[src/rtl/pipelined_control_unit_pkg.sv]
// Shared definitions for the pipelined control unit: RV32I opcodes,
// per-stage control bundles and the halt FSM state encoding.
package pipelined_control_unit_pkg;

    localparam logic [6:0] OPC_ARITH     = 7'b0110011;
    localparam logic [6:0] OPC_ARITH_IMM = 7'b0010011;
    localparam logic [6:0] OPC_LOAD      = 7'b0000011;
    localparam logic [6:0] OPC_STORE     = 7'b0100011;
    localparam logic [6:0] OPC_BRANCH    = 7'b1100011;
    localparam logic [6:0] OPC_JAL       = 7'b1101111;
    localparam logic [6:0] OPC_JALR      = 7'b1100111;
    localparam logic [6:0] OPC_SYSTEM    = 7'b1110011;

    // Register that carries the ECALL service code (a7).
    localparam int unsigned ECALL_ARG_REG = 17;

    // Bundles nest so each pipeline register only keeps the fields its
    // downstream stages still consume. halt is the ECALL halt marker.
    typedef struct packed {
        logic reg_write;
        logic mem_to_reg;
        logic pc_to_reg;
        logic halt;
    } wb_ctrl_t;

    typedef struct packed {
        logic     mem_en;
        logic     mem_write;
        wb_ctrl_t ws;
    } mem_ctrl_t;

    typedef struct packed {
        logic      op2_imm;
        logic      branch;
        logic      jal;
        logic      jalr;
        mem_ctrl_t ms;
    } ctrl_t;

    typedef enum logic [1:0] {
        ST_RUN    = 2'd0,
        ST_DRAIN  = 2'd1,
        ST_HALTED = 2'd2
    } pcu_state_t;

endpackage

[src/rtl/pipelined_control_unit_if.sv]
// ID-side inputs and stage control outputs of the pipelined control unit.
// master: datapath / driver side.  slave: the control unit.
interface pipelined_control_unit_if #(
    parameter int unsigned REG_AW = 5,
    parameter int unsigned XLEN   = 32
);
    logic              id_valid;
    logic [6:0]        id_opcode;
    logic [REG_AW-1:0] id_rs1;
    logic [REG_AW-1:0] id_rs2;
    logic [REG_AW-1:0] id_rd;
    logic [XLEN-1:0]   ecall_arg;
    logic              ex_flush;

    logic              pc_write;
    logic              ifid_write;
    logic              ifid_flush;
    logic              ex_op2_imm;
    logic              ex_branch;
    logic              ex_jal;
    logic              ex_jalr;
    logic [REG_AW-1:0] ex_rd;
    logic [REG_AW-1:0] mem_rd;
    logic [REG_AW-1:0] wb_rd;
    logic              mem_enable;
    logic              mem_write;
    logic              mem_wb_enable;
    logic              wb_enable;
    logic              wb_mem_to_reg;
    logic              wb_pc_to_reg;
    logic              halted;

    modport master (
        output id_valid, id_opcode, id_rs1, id_rs2, id_rd, ecall_arg, ex_flush,
        input  pc_write, ifid_write, ifid_flush, ex_op2_imm, ex_branch, ex_jal,
               ex_jalr, ex_rd, mem_rd, wb_rd, mem_enable, mem_write,
               mem_wb_enable, wb_enable, wb_mem_to_reg, wb_pc_to_reg, halted
    );

    modport slave (
        input  id_valid, id_opcode, id_rs1, id_rs2, id_rd, ecall_arg, ex_flush,
        output pc_write, ifid_write, ifid_flush, ex_op2_imm, ex_branch, ex_jal,
               ex_jalr, ex_rd, mem_rd, wb_rd, mem_enable, mem_write,
               mem_wb_enable, wb_enable, wb_mem_to_reg, wb_pc_to_reg, halted
    );
endinterface

[src/rtl/pipelined_control_unit_control_decoder.sv]
// Combinational ID-stage decoder: opcode -> control bundle.
// Ports: valid/opcode/rd in; ctrl bundle, ctrl_rd (rd kept only when the
// instruction writes back), use_rs1/use_rs2 and is_ecall out.
module control_decoder
    import pipelined_control_unit_pkg::*;
#(
    parameter int unsigned REG_AW     = 5,
    parameter int unsigned SUPPORT_BR = 1
) (
    input  logic              valid,
    input  logic [6:0]        opcode,
    input  logic [REG_AW-1:0] rd,
    output ctrl_t             ctrl,
    output logic [REG_AW-1:0] ctrl_rd,
    output logic              use_rs1,
    output logic              use_rs2,
    output logic              is_ecall
);

    always_comb begin
        ctrl     = '0;
        ctrl_rd  = '0;
        use_rs1  = 1'b0;
        use_rs2  = 1'b0;
        is_ecall = 1'b0;
        if (valid) begin
            case (opcode)
                OPC_ARITH: begin
                    ctrl.ms.ws.reg_write = 1'b1;
                    use_rs1 = 1'b1;
                    use_rs2 = 1'b1;
                end
                OPC_ARITH_IMM: begin
                    ctrl.ms.ws.reg_write = 1'b1;
                    ctrl.op2_imm = 1'b1;
                    use_rs1 = 1'b1;
                end
                OPC_LOAD: begin
                    ctrl.ms.ws.reg_write  = 1'b1;
                    ctrl.ms.mem_en        = 1'b1;
                    ctrl.op2_imm          = 1'b1;
                    ctrl.ms.ws.mem_to_reg = 1'b1;
                    use_rs1 = 1'b1;
                end
                OPC_STORE: begin
                    ctrl.ms.mem_en    = 1'b1;
                    ctrl.ms.mem_write = 1'b1;
                    ctrl.op2_imm      = 1'b1;
                    use_rs1 = 1'b1;
                    use_rs2 = 1'b1;
                end
                OPC_BRANCH: begin
                    if (SUPPORT_BR != 0) begin
                        ctrl.branch = 1'b1;
                        use_rs1 = 1'b1;
                        use_rs2 = 1'b1;
                    end
                end
                OPC_JAL: begin
                    if (SUPPORT_BR != 0) begin
                        ctrl.jal             = 1'b1;
                        ctrl.ms.ws.reg_write = 1'b1;
                        ctrl.ms.ws.pc_to_reg = 1'b1;
                    end
                end
                OPC_JALR: begin
                    if (SUPPORT_BR != 0) begin
                        ctrl.jalr            = 1'b1;
                        ctrl.ms.ws.reg_write = 1'b1;
                        ctrl.ms.ws.pc_to_reg = 1'b1;
                        ctrl.op2_imm         = 1'b1;
                        use_rs1 = 1'b1;
                    end
                end
                OPC_SYSTEM: is_ecall = 1'b1;
                default: ;
            endcase
        end
        // Writes to x0 are dropped; rd is only meaningful alongside a write,
        // so it is zeroed otherwise to keep forwarding/hazard compares clean.
        if (rd == '0) ctrl.ms.ws.reg_write = 1'b0;
        if (ctrl.ms.ws.reg_write) ctrl_rd = rd;
    end

endmodule

[src/rtl/pipelined_control_unit.sv]
// Control unit for the 5-stage RV32I core. Decodes the ID instruction,
// carries the control bundle through ID/EX, EX/MEM and MEM/WB, and applies
// load-use / ECALL stalls, EX branch flushes and the ECALL halt drain.
// Ports: clk, reset_n (async active-low), bus (pipelined_control_unit_if.slave)
// carrying ID fields, ecall_arg, ex_flush in and all stage controls out.
module pipelined_control_unit
    import pipelined_control_unit_pkg::*;
#(
    parameter int unsigned REG_AW     = 5,
    parameter int unsigned XLEN       = 32,
    parameter int unsigned HALT_CODE  = 10,
    parameter int unsigned SUPPORT_BR = 1
) (
    input  logic                     clk,
    input  logic                     reset_n,
    pipelined_control_unit_if.slave  bus
);

    ctrl_t             id_ctrl, id_next, ex_ctrl;
    mem_ctrl_t         mem_ctrl;
    wb_ctrl_t          wb_ctrl;
    logic [REG_AW-1:0] id_rd_dec, ex_rd_q, mem_rd_q, wb_rd_q;
    logic              use_rs1, use_rs2, id_is_ecall;
    logic              load_use, ecall_stall, stall, idex_bubble, halt_accept, fetch_en;
    pcu_state_t        state;
    logic              halted_q;

    control_decoder #(
        .REG_AW     (REG_AW),
        .SUPPORT_BR (SUPPORT_BR)
    ) u_decoder (
        .valid    (bus.id_valid),
        .opcode   (bus.id_opcode),
        .rd       (bus.id_rd),
        .ctrl     (id_ctrl),
        .ctrl_rd  (id_rd_dec),
        .use_rs1  (use_rs1),
        .use_rs2  (use_rs2),
        .is_ecall (id_is_ecall)
    );

    always_comb begin
        load_use = ex_ctrl.ms.mem_en && !ex_ctrl.ms.mem_write && (ex_rd_q != '0) &&
                   ((use_rs1 && bus.id_rs1 == ex_rd_q) || (use_rs2 && bus.id_rs2 == ex_rd_q));
        // x17 not yet available to the datapath's MEM/WB forward path.
        ecall_stall = id_is_ecall &&
                      ((ex_ctrl.ms.ws.reg_write && ex_rd_q == REG_AW'(ECALL_ARG_REG)) ||
                       (mem_ctrl.mem_en && !mem_ctrl.mem_write &&
                        mem_rd_q == REG_AW'(ECALL_ARG_REG)));
        stall       = load_use || ecall_stall;
        idex_bubble = (state != ST_RUN) || bus.ex_flush || stall;
        halt_accept = !idex_bubble && id_is_ecall && (bus.ecall_arg == XLEN'(HALT_CODE));
        // Flush overrides stall: the stalled instruction is squashed anyway.
        fetch_en    = (state == ST_RUN) && (bus.ex_flush || !stall);
        id_next     = id_ctrl;
        id_next.ms.ws.halt = halt_accept;
        if (idex_bubble) id_next = '0;
    end

    always_ff @(posedge clk or negedge reset_n) begin
        if (!reset_n) begin
            ex_ctrl  <= '0;
            mem_ctrl <= '0;
            wb_ctrl  <= '0;
            ex_rd_q  <= '0;
            mem_rd_q <= '0;
            wb_rd_q  <= '0;
            state    <= ST_RUN;
            halted_q <= 1'b0;
        end else begin
            ex_ctrl  <= id_next;
            ex_rd_q  <= idex_bubble ? '0 : id_rd_dec;
            mem_ctrl <= ex_ctrl.ms;
            mem_rd_q <= ex_rd_q;
            wb_ctrl  <= mem_ctrl.ws;
            wb_rd_q  <= mem_rd_q;
            case (state)
                ST_RUN:    if (halt_accept) state <= ST_DRAIN;
                ST_DRAIN: begin
                    if (wb_ctrl.halt) begin
                        state    <= ST_HALTED;
                        halted_q <= 1'b1;
                    end
                end
                ST_HALTED: ;
                default:   state <= ST_RUN;
            endcase
        end
    end

    assign bus.pc_write      = fetch_en;
    assign bus.ifid_write    = fetch_en;
    assign bus.ifid_flush    = bus.ex_flush;
    assign bus.ex_op2_imm    = ex_ctrl.op2_imm;
    assign bus.ex_branch     = ex_ctrl.branch;
    assign bus.ex_jal        = ex_ctrl.jal;
    assign bus.ex_jalr       = ex_ctrl.jalr;
    assign bus.ex_rd         = ex_rd_q;
    assign bus.mem_rd        = mem_rd_q;
    assign bus.wb_rd         = wb_rd_q;
    assign bus.mem_enable    = mem_ctrl.mem_en;
    assign bus.mem_write     = mem_ctrl.mem_write;
    assign bus.mem_wb_enable = mem_ctrl.ws.reg_write;
    assign bus.wb_enable     = wb_ctrl.reg_write;
    assign bus.wb_mem_to_reg = wb_ctrl.mem_to_reg;
    assign bus.wb_pc_to_reg  = wb_ctrl.pc_to_reg;
    assign bus.halted        = halted_q;

endmodule
[src/flat_wrapper.sv]
// flat-port wrapper written by rule: the top's interface ports become plain ports
module pipelined_control_unit_flat import pipelined_control_unit_pkg::*;
#(
    parameter int unsigned REG_AW     = 5,
    parameter int unsigned XLEN       = 32,
    parameter int unsigned HALT_CODE  = 10,
    parameter int unsigned SUPPORT_BR = 1
)
  (clk, reset_n, bus_id_valid, bus_id_opcode, bus_id_rs1, bus_id_rs2, bus_id_rd, bus_ecall_arg, bus_ex_flush, bus_pc_write, bus_ifid_write, bus_ifid_flush, bus_ex_op2_imm, bus_ex_branch, bus_ex_jal, bus_ex_jalr, bus_ex_rd, bus_mem_rd, bus_wb_rd, bus_mem_enable, bus_mem_write, bus_mem_wb_enable, bus_wb_enable, bus_wb_mem_to_reg, bus_wb_pc_to_reg, bus_halted);
  pipelined_control_unit_if #(.REG_AW(REG_AW), .XLEN(XLEN)) bus_i ();
  input  logic clk;
  input  logic reset_n;
  input wire logic [$bits(bus_i.id_valid)-1:0] bus_id_valid;
  input wire logic [$bits(bus_i.id_opcode)-1:0] bus_id_opcode;
  input wire logic [$bits(bus_i.id_rs1)-1:0] bus_id_rs1;
  input wire logic [$bits(bus_i.id_rs2)-1:0] bus_id_rs2;
  input wire logic [$bits(bus_i.id_rd)-1:0] bus_id_rd;
  input wire logic [$bits(bus_i.ecall_arg)-1:0] bus_ecall_arg;
  input wire logic [$bits(bus_i.ex_flush)-1:0] bus_ex_flush;
  output wire logic [$bits(bus_i.pc_write)-1:0] bus_pc_write;
  output wire logic [$bits(bus_i.ifid_write)-1:0] bus_ifid_write;
  output wire logic [$bits(bus_i.ifid_flush)-1:0] bus_ifid_flush;
  output wire logic [$bits(bus_i.ex_op2_imm)-1:0] bus_ex_op2_imm;
  output wire logic [$bits(bus_i.ex_branch)-1:0] bus_ex_branch;
  output wire logic [$bits(bus_i.ex_jal)-1:0] bus_ex_jal;
  output wire logic [$bits(bus_i.ex_jalr)-1:0] bus_ex_jalr;
  output wire logic [$bits(bus_i.ex_rd)-1:0] bus_ex_rd;
  output wire logic [$bits(bus_i.mem_rd)-1:0] bus_mem_rd;
  output wire logic [$bits(bus_i.wb_rd)-1:0] bus_wb_rd;
  output wire logic [$bits(bus_i.mem_enable)-1:0] bus_mem_enable;
  output wire logic [$bits(bus_i.mem_write)-1:0] bus_mem_write;
  output wire logic [$bits(bus_i.mem_wb_enable)-1:0] bus_mem_wb_enable;
  output wire logic [$bits(bus_i.wb_enable)-1:0] bus_wb_enable;
  output wire logic [$bits(bus_i.wb_mem_to_reg)-1:0] bus_wb_mem_to_reg;
  output wire logic [$bits(bus_i.wb_pc_to_reg)-1:0] bus_wb_pc_to_reg;
  output wire logic [$bits(bus_i.halted)-1:0] bus_halted;
  assign bus_i.id_valid = bus_id_valid;
  assign bus_i.id_opcode = bus_id_opcode;
  assign bus_i.id_rs1 = bus_id_rs1;
  assign bus_i.id_rs2 = bus_id_rs2;
  assign bus_i.id_rd = bus_id_rd;
  assign bus_i.ecall_arg = bus_ecall_arg;
  assign bus_i.ex_flush = bus_ex_flush;
  assign bus_pc_write = bus_i.pc_write;
  assign bus_ifid_write = bus_i.ifid_write;
  assign bus_ifid_flush = bus_i.ifid_flush;
  assign bus_ex_op2_imm = bus_i.ex_op2_imm;
  assign bus_ex_branch = bus_i.ex_branch;
  assign bus_ex_jal = bus_i.ex_jal;
  assign bus_ex_jalr = bus_i.ex_jalr;
  assign bus_ex_rd = bus_i.ex_rd;
  assign bus_mem_rd = bus_i.mem_rd;
  assign bus_wb_rd = bus_i.wb_rd;
  assign bus_mem_enable = bus_i.mem_enable;
  assign bus_mem_write = bus_i.mem_write;
  assign bus_mem_wb_enable = bus_i.mem_wb_enable;
  assign bus_wb_enable = bus_i.wb_enable;
  assign bus_wb_mem_to_reg = bus_i.wb_mem_to_reg;
  assign bus_wb_pc_to_reg = bus_i.wb_pc_to_reg;
  assign bus_halted = bus_i.halted;
  pipelined_control_unit #(.REG_AW(REG_AW), .XLEN(XLEN), .HALT_CODE(HALT_CODE), .SUPPORT_BR(SUPPORT_BR)) u_core (.clk(clk), .reset_n(reset_n), .bus(bus_i));
endmodule
[config.mk]
export PLATFORM = sky130hd
export DESIGN_NAME = pipelined_control_unit_flat
export DESIGN_NICKNAME = d
export VERILOG_FILES = /design/src/rtl/pipelined_control_unit_pkg.sv /design/src/rtl/pipelined_control_unit_if.sv /design/src/rtl/pipelined_control_unit_control_decoder.sv /design/src/rtl/pipelined_control_unit.sv /design/src/flat_wrapper.sv
export SDC_FILE = /design/constraint.sdc
export NUM_CORES = 1
export LEC_CHECK = 0
export ABC_CLOCK_PERIOD_IN_PS = 2300
export CORE_MARGIN = 3
export CORE_UTILIZATION = 42
export CTS_CLUSTER_DIAMETER = 150
export DETAILED_ROUTE_END_ITERATION = 10
export PLACE_DENSITY = 0.9
export SYNTH_ARGS = -nofsm -noshare
export SYNTH_HDL_FRONTEND = slang
export SYNTH_SLANG_ARGS = --single-unit
[constraint.sdc]
create_clock -name clk -period 2.3 [get_ports clk]
set_input_delay 0.345 -clock clk [delete_from_list [all_inputs] [get_ports clk]]
set_output_delay 0.345 -clock clk [all_outputs]
set_load 0.01 [all_outputs]
==> results of run 1 <==
-- critical path, stage by stage --
cell             delay, ns
clkdlybuf4s50_1       0.49
and3b_2               0.23
buf_4                 0.14
nand3b_1              0.09
nor4_2                0.05
o21a_1                0.20
o21ai_2               0.15
buf_2                 0.16
-- cells by family after synthesis --
| group | count (synthesis) | share of synthesized area |
|---|---|---|
| AND/OR/NAND/NOR | 85 | 0.310 |
| AO/OA/AOI/OAI | 11 | 0.0511 |
| XOR/XNOR | 9 | 0.0467 |
| flip-flops | 38 | 0.563 |
| buffers and inverters | 9 | 0.0289 |
-- stage by stage --
step                      hold WS (ns)  setup slack (ns)
final                            0.145             0.110
after global routing             0.211            0.0367
after CTS                        0.162            0.0159
after detailed placement         0.339            -0.360
after global placement           0.333            -0.339
after floorplan                 0.0494             0.370
-- power breakdown --
part           internal [mW]  switching [mW]
Clock                  0.319           0.232
Sequential             0.670         0.00145
Combinational          0.120          0.0777
-- worst max-delay path by stage --
stage	slack [ns]	to
3_3_place_gp	-0.34	bus_ifid_write
4_1_cts	0.02	bus_ifid_write
3_5_place_dp	-0.36	bus_ifid_write
2_1_floorplan	0.37	bus_pc_write
6_report	0.11	bus_ifid_write
5_1_grt	0.04	bus_ifid_write
-- metal layers --
metal | global-route usage | part of all wire | up-vias
li1 | - | - | 764
met1 | 0.233 | 0.38 | 757
met2 | 0.353 | 0.53 | 68
met3 | 0.0580 | 0.065 | 14
met4 | 0.0954 | 0.032 | 0
met5 | 0 | 0 | -
-- what timing repair did --
action | 4_1_cts | 5_1_grt
resized for setup | 12 | 7
pin swaps | 3 | 2
hold endpoints to repair | 0 | 0
setup buffers | 1 | 0
cloned | 0 | 0
endpoints found under the setup margin | 2 | 2
-- area by class of cell --
cell class                 instances  area [sq um]  share of cell area
inverter                           3          11.3             0.00395
timing repair buffer             103           972               0.341
tap                               48          60.1              0.0211
clock inverter                     3          40.0              0.0141
multi-input combinational        105           746               0.262
sequential                        38           951               0.334
clock buffer                       5          68.8              0.0242
-- placed cells by master (no fill, tap or decap), types with 2 or more instances in the layout --
master / Yosys / final
buf_2: 0 / 3
o211ai_1: 2 / 2
dfrtp_1: 38 / 38
nor3_2: 1 / 3
and3_1: 2 / 2
inv_1: 3 / 3
xnor2_2: 0 / 3
nand3_1: 10 / 10
nor2_1: 8 / 8
clkbuf_8: 0 / 5
nand3b_1: 3 / 3
buf_4: 2 / 17
nand2_1: 15 / 15
clkdlybuf4s50_1: 0 / 82
nand4_1: 4 / 4
xor2_1: 3 / 3
nor4b_1: 4 / 4
clkinv_2: 0 / 2
xnor2_1: 6 / 3
nor4_1: 14 / 12
nor4_2: 5 / 6
nor3_1: 6 / 4
==> results.json, run 1 <==
{
  "status": "finished, final reports clean",
  "wl_per_cell_um": 16.3,
  "reg2reg_depth": 5,
  "clkSinkCount": 38,
  "rrSetupSlack_ns": 0.36,
  "syn_avg_cell_area_sq_um": 11.1,
  "largest_register": "u_core.ex_ctrl",
  "clkSlewWorstSetupHoldPaths_ns": 0.07,
  "nets": 314,
  "max_slew_margin": 0.458,
  "grt_setup_unrepaired": "no",
  "finalHoldViolCount": 0,
  "startpoint_type": "input pin",
  "maxSlewViolCount": 0,
  "clockRootBuffer": "clkbuf_8",
  "cts_tree": "yes",
  "std_cell_rows": 22,
  "cts_hold_buf": 0,
  "place_area_sq_um": 2690,
  "timing.rr.end": "u_core.ex_ctrl[2]",
  "drtAntennaViolNets": 0,
  "hp-class": "in2async",
  "ys_ff_latch": 38,
  "h-tree-depth": 2,
  "setup_violations": 0,
  "largest_reg_flops": 6,
  "worstSetupStartpoint": "bus_id_opcode[3]",
  "fmax_ghz": 0.457,
  "crit_required_ns": 1.96,
  "clk_latency_ns": 0.29,
  "synth_cell_types": 41,
  "drt_wl_total_um": 4970,
  "vdd.ir_drop.worst_mv": 0.413,
  "grt_antenna_before_repair": 0,
  "cts_buffers": 5,
  "fin_skew_ns": 0.00326,
  "place_inst": 296,
  "area_growth_pct": 68.8,
  "synth_edf_count": 0,
  "synth_area_leaders": "dfrtp_1, nor4_1, nor4_2, nand2_1, xnor2_1",
  "post-route-period-util": 0.952,
  "core_sq_um": 3770,
  "critPathCaptureType": "output pin",
  "yosysWarnings": 0,
  "grt_max_degree": 39,
  "post-route-util": 0.755,
  "drt-pass1-iter-count": 4,
  "antennaDiodeCount": 0,
  "syn_area_sq_um": 1690,
  "min_period_ns": 2.19,
  "die_area_sq_um": 4820,
  "vias_per_cell": 5.26,
  "drive_above_1_share": 0.195,
  "die-width_um": 69.4,
  "first_iter_violations": 55,
  "fin_tns_setup_ns": 0,
  "synth.top_cell.area_share": 0.563,
  "grt_overflow": 0,
  "final_cells": 305,
  "synth_common_cells": "dfrtp_1, nand2_1, nor4_1",
  "ys.flop_type": "dfrtp_1",
  "crit_path_max_fanout": 3,
  "place.gp.congestion": 0.909,
  "clk_path_buf_depth": 2,
  "tightest_slew_ns": 0.813,
  "grt_pass1_vias": 1650,
  "synth_nets": 210,
  "critPathKind": "in2out",
  "nFillCells": 253,
  "design_area_sq_um": 2850,
  "ys_seq_area_frac": 0.563,
  "portBuffers": 86,
  "synth.most_common_cell": "dfrtp_1",
  "synthArstFlopShare": 1.00,
  "powerDensity_nw_per_um2": 498,
  "grt_usage": 0.205,
  "cap_violations": 0,
  "critPathArrivalTime_ns": 1.84,
  "route.detailed.drc": 0,
  "ios": 87,
  "netlist_instances": 152,
  "grt_pass1_wl_um": 7750,
  "p_total_mw": 1.42,
  "r2r-start": "u_core.bus.ex_rd[0]",
  "yosys.area.top_type": "dfrtp_1",
  "static-leakage-power_nw": 1.20,
  "dp_hpwl_um": 3580,
  "die_h_um": 69.4,
  "vias": 1603,
  "initial_core_util": 0.448
}
Power figures use the tool's default switching activity.
==> run 2, diff against run 1 <==
--- a/config.mk
+++ b/config.mk
@@ -6,11 +6,11 @@
 export NUM_CORES = 1
 export LEC_CHECK = 0
 export ABC_CLOCK_PERIOD_IN_PS = 2300
-export CORE_MARGIN = 3
 export CORE_UTILIZATION = 42
 export CTS_CLUSTER_DIAMETER = 150
 export DETAILED_ROUTE_END_ITERATION = 10
-export PLACE_DENSITY = 0.9
+export GPL_ROUTABILITY_DRIVEN = 1
+export PLACE_DENSITY_LB_ADDON = 0.05
 export SYNTH_ARGS = -nofsm -noshare
 export SYNTH_HDL_FRONTEND = slang
 export SYNTH_SLANG_ARGS = --single-unit
==> results.json, run 2 (synthesis results as in run 1) <==
{
  "status": "finished, final reports clean",
  "cts_buffers": 5,
  "design_area_sq_um": 2830,
  "static-leakage-power_nw": 1.19,
  "fin_skew_ns": 0.00387,
  "largest_register": "u_core.ex_ctrl",
  "clk_latency_ns": 0.29,
  "post-route-period-util": 0.973,
  "max_slew_margin": 0.394,
  "antennaDiodeCount": 0,
  "nFillCells": 255,
  "drtAntennaViolNets": 0,
  "route.detailed.drc": 0,
  "setup_slack_ns": 0.0621,
  "critPathCaptureType": "output pin",
  "cts_tree": "yes",
  "slowest_delay_ns": 0.52,
  "clk_path_buf_depth": 2,
  "min_period_ns": 2.24,
  "place.gp.congestion": 0.867,
  "clockRootBuffer": "clkbuf_8",
  "dp_hpwl_um": 3420,
  "initial_core_util": 0.451,
  "layout_commonest_cell": "clkdlybuf4s50_1",
  "tightest_slew_ns": 0.909,
  "grt_overflow": 0,
  "nets": 309,
  "multi_input_area_sq_um": 721,
  "h-tree-depth": 2,
  "drive_above_1_share": 0.163,
  "grt_antenna_before_repair": 0,
  "crit_required_ns": 1.96,
  "hp-class": "in2async",
  "crit_chain": "clkdlybuf4s50_1 > nand3b_1 > nor3_2 > buf_4 > o2111ai_2 > nand2_1 > o21ai_2 > clkdlybuf4s15_1",
  "finalHoldViolCount": 0,
  "std_cell_rows": 22,
  "grt_max_degree": 39,
  "cap_violations": 0,
  "setup_violations": 0,
  "post-route-util": 0.756,
  "powerDensity_nw_per_um2": 549,
  "die_area_sq_um": 4280,
  "grt_pass1_vias": 1513,
  "largest_reg_flops": 6,
  "drt_wl_total_um": 4320,
  "vias_per_cell": 5.26,
  "wl_per_cell_um": 14.4,
  "grt_usage": 0.213,
  "grt_pass1_wl_um": 6820,
  "first_iter_violations": 79,
  "clkSinkCount": 38,
  "die_h_um": 65.4,
  "vdd.ir_drop.worst_mv": 0.290,
  "fmax_ghz": 0.447,
  "rrSetupSlack_ns": 0.44,
  "seq_area_sq_um": 951,
  "post_cts_buffers": 0,
  "crit_path_max_fanout": 4,
  "maxSlewViolCount": 0,
  "dp_worst_setup_slack_ns": -0.348,
  "startpoint_type": "input pin",
  "core_sq_um": 3740,
  "vias": 1578,
  "area_growth_pct": 67.7,
  "critPathArrivalTime_ns": 1.89,
  "most-common-layout-cells": "clkdlybuf4s50_1, dfrtp_1, nand2_1, nor4_1, buf_4",
  "ios": 87,
  "portBuffers": 86,
  "die-width_um": 65.4,
  "critPathKind": "in2out",
  "place_area_sq_um": 2660,
  "crit_slowest_cell": "clkdlybuf4s50_1",
  "clkSlewWorstSetupHoldPaths_ns": 0.07,
  "drt-pass1-iter-count": 4
}
## run 2: per-stage QoR
step | power (mW) | std cells | setup TNS (ns) | hold slack [ns]
6_report | 1.55 | 300 | 0 | 0.173
4_1_cts | 1.56 | 300 | 0 | 0.207
5_1_grt | 1.60 | 300 | -0.00975 | 0.246
3_3_place_gp | 0.864 | 292 | -0.586 | 0.333
3_5_place_dp | 0.868 | 292 | -0.694 | 0.335
2_1_floorplan | 0.727 | 152 | 0 | 0.0494
## run 2: what timing repair did
action,in CTS,in global routing
resized for setup,9,7
hold buffers,0,0
endpoints found under the setup margin,2,2
## run 2: area by class of cell
class | count | area share
inverter | 3 | 0.00398
clock inverter | 2 | 0.0212
multi-input combinational | 105 | 0.255
timing repair buffer | 98 | 0.334
tap | 48 | 0.0212
sequential | 38 | 0.336
clock buffer | 6 | 0.0292
## run 2: report_power, final
part	switching, mW	total (mW)	internal [mW]
Sequential	0.00149	0.671	0.670
Clock	0.234	0.697	0.462
Combinational	0.0722	0.186	0.114
Total	0.308	1.55	1.25
## run 2: metal layers
metal | routed length, um | track usage | share of wire
met1 | 1830 | 0.249 | 0.42
met2 | 2230 | 0.375 | 0.52
met3 | 209 | 0.0642 | 0.048
met4 | 44 | 0.0571 | 0.010
met5 | 0 | 0 | 0
## run 2: worst paths after layout
check                                    startpoint                 endpoint  cells after the start
worst min-delay path                        reset_n  u_core.bus.wb_pc_to_reg                      1
min in group clk                  u_core.ex_ctrl[2]       u_core.mem_ctrl[2]                      0
max in group asynchronous                   reset_n      u_core.bus.wb_rd[2]                      1
worst max register to register  u_core.bus.ex_rd[0]        u_core.ex_ctrl[3]                      5
worst min register to register    u_core.ex_ctrl[2]       u_core.mem_ctrl[2]                      0
worst max-delay path               bus_id_opcode[0]           bus_ifid_write                      8
## run 2: worst max-delay path: cells and delay by family
family | cells | cell delay [ns]
compound gates | 2 | 0.19
buf+inv | 3 | 0.88
simple gates | 3 | 0.46
==> run 3, diff against run 2 <==
--- a/config.mk
+++ b/config.mk
@@ -8,6 +8,7 @@
 export ABC_CLOCK_PERIOD_IN_PS = 2300
 export CORE_UTILIZATION = 42
 export CTS_CLUSTER_DIAMETER = 150
+export CTS_CLUSTER_SIZE = 12
 export DETAILED_ROUTE_END_ITERATION = 10
 export GPL_ROUTABILITY_DRIVEN = 1
 export PLACE_DENSITY_LB_ADDON = 0.05
==> results of run 3 <==
The final DEF is identical to that of run 2; final timing and power are the same.
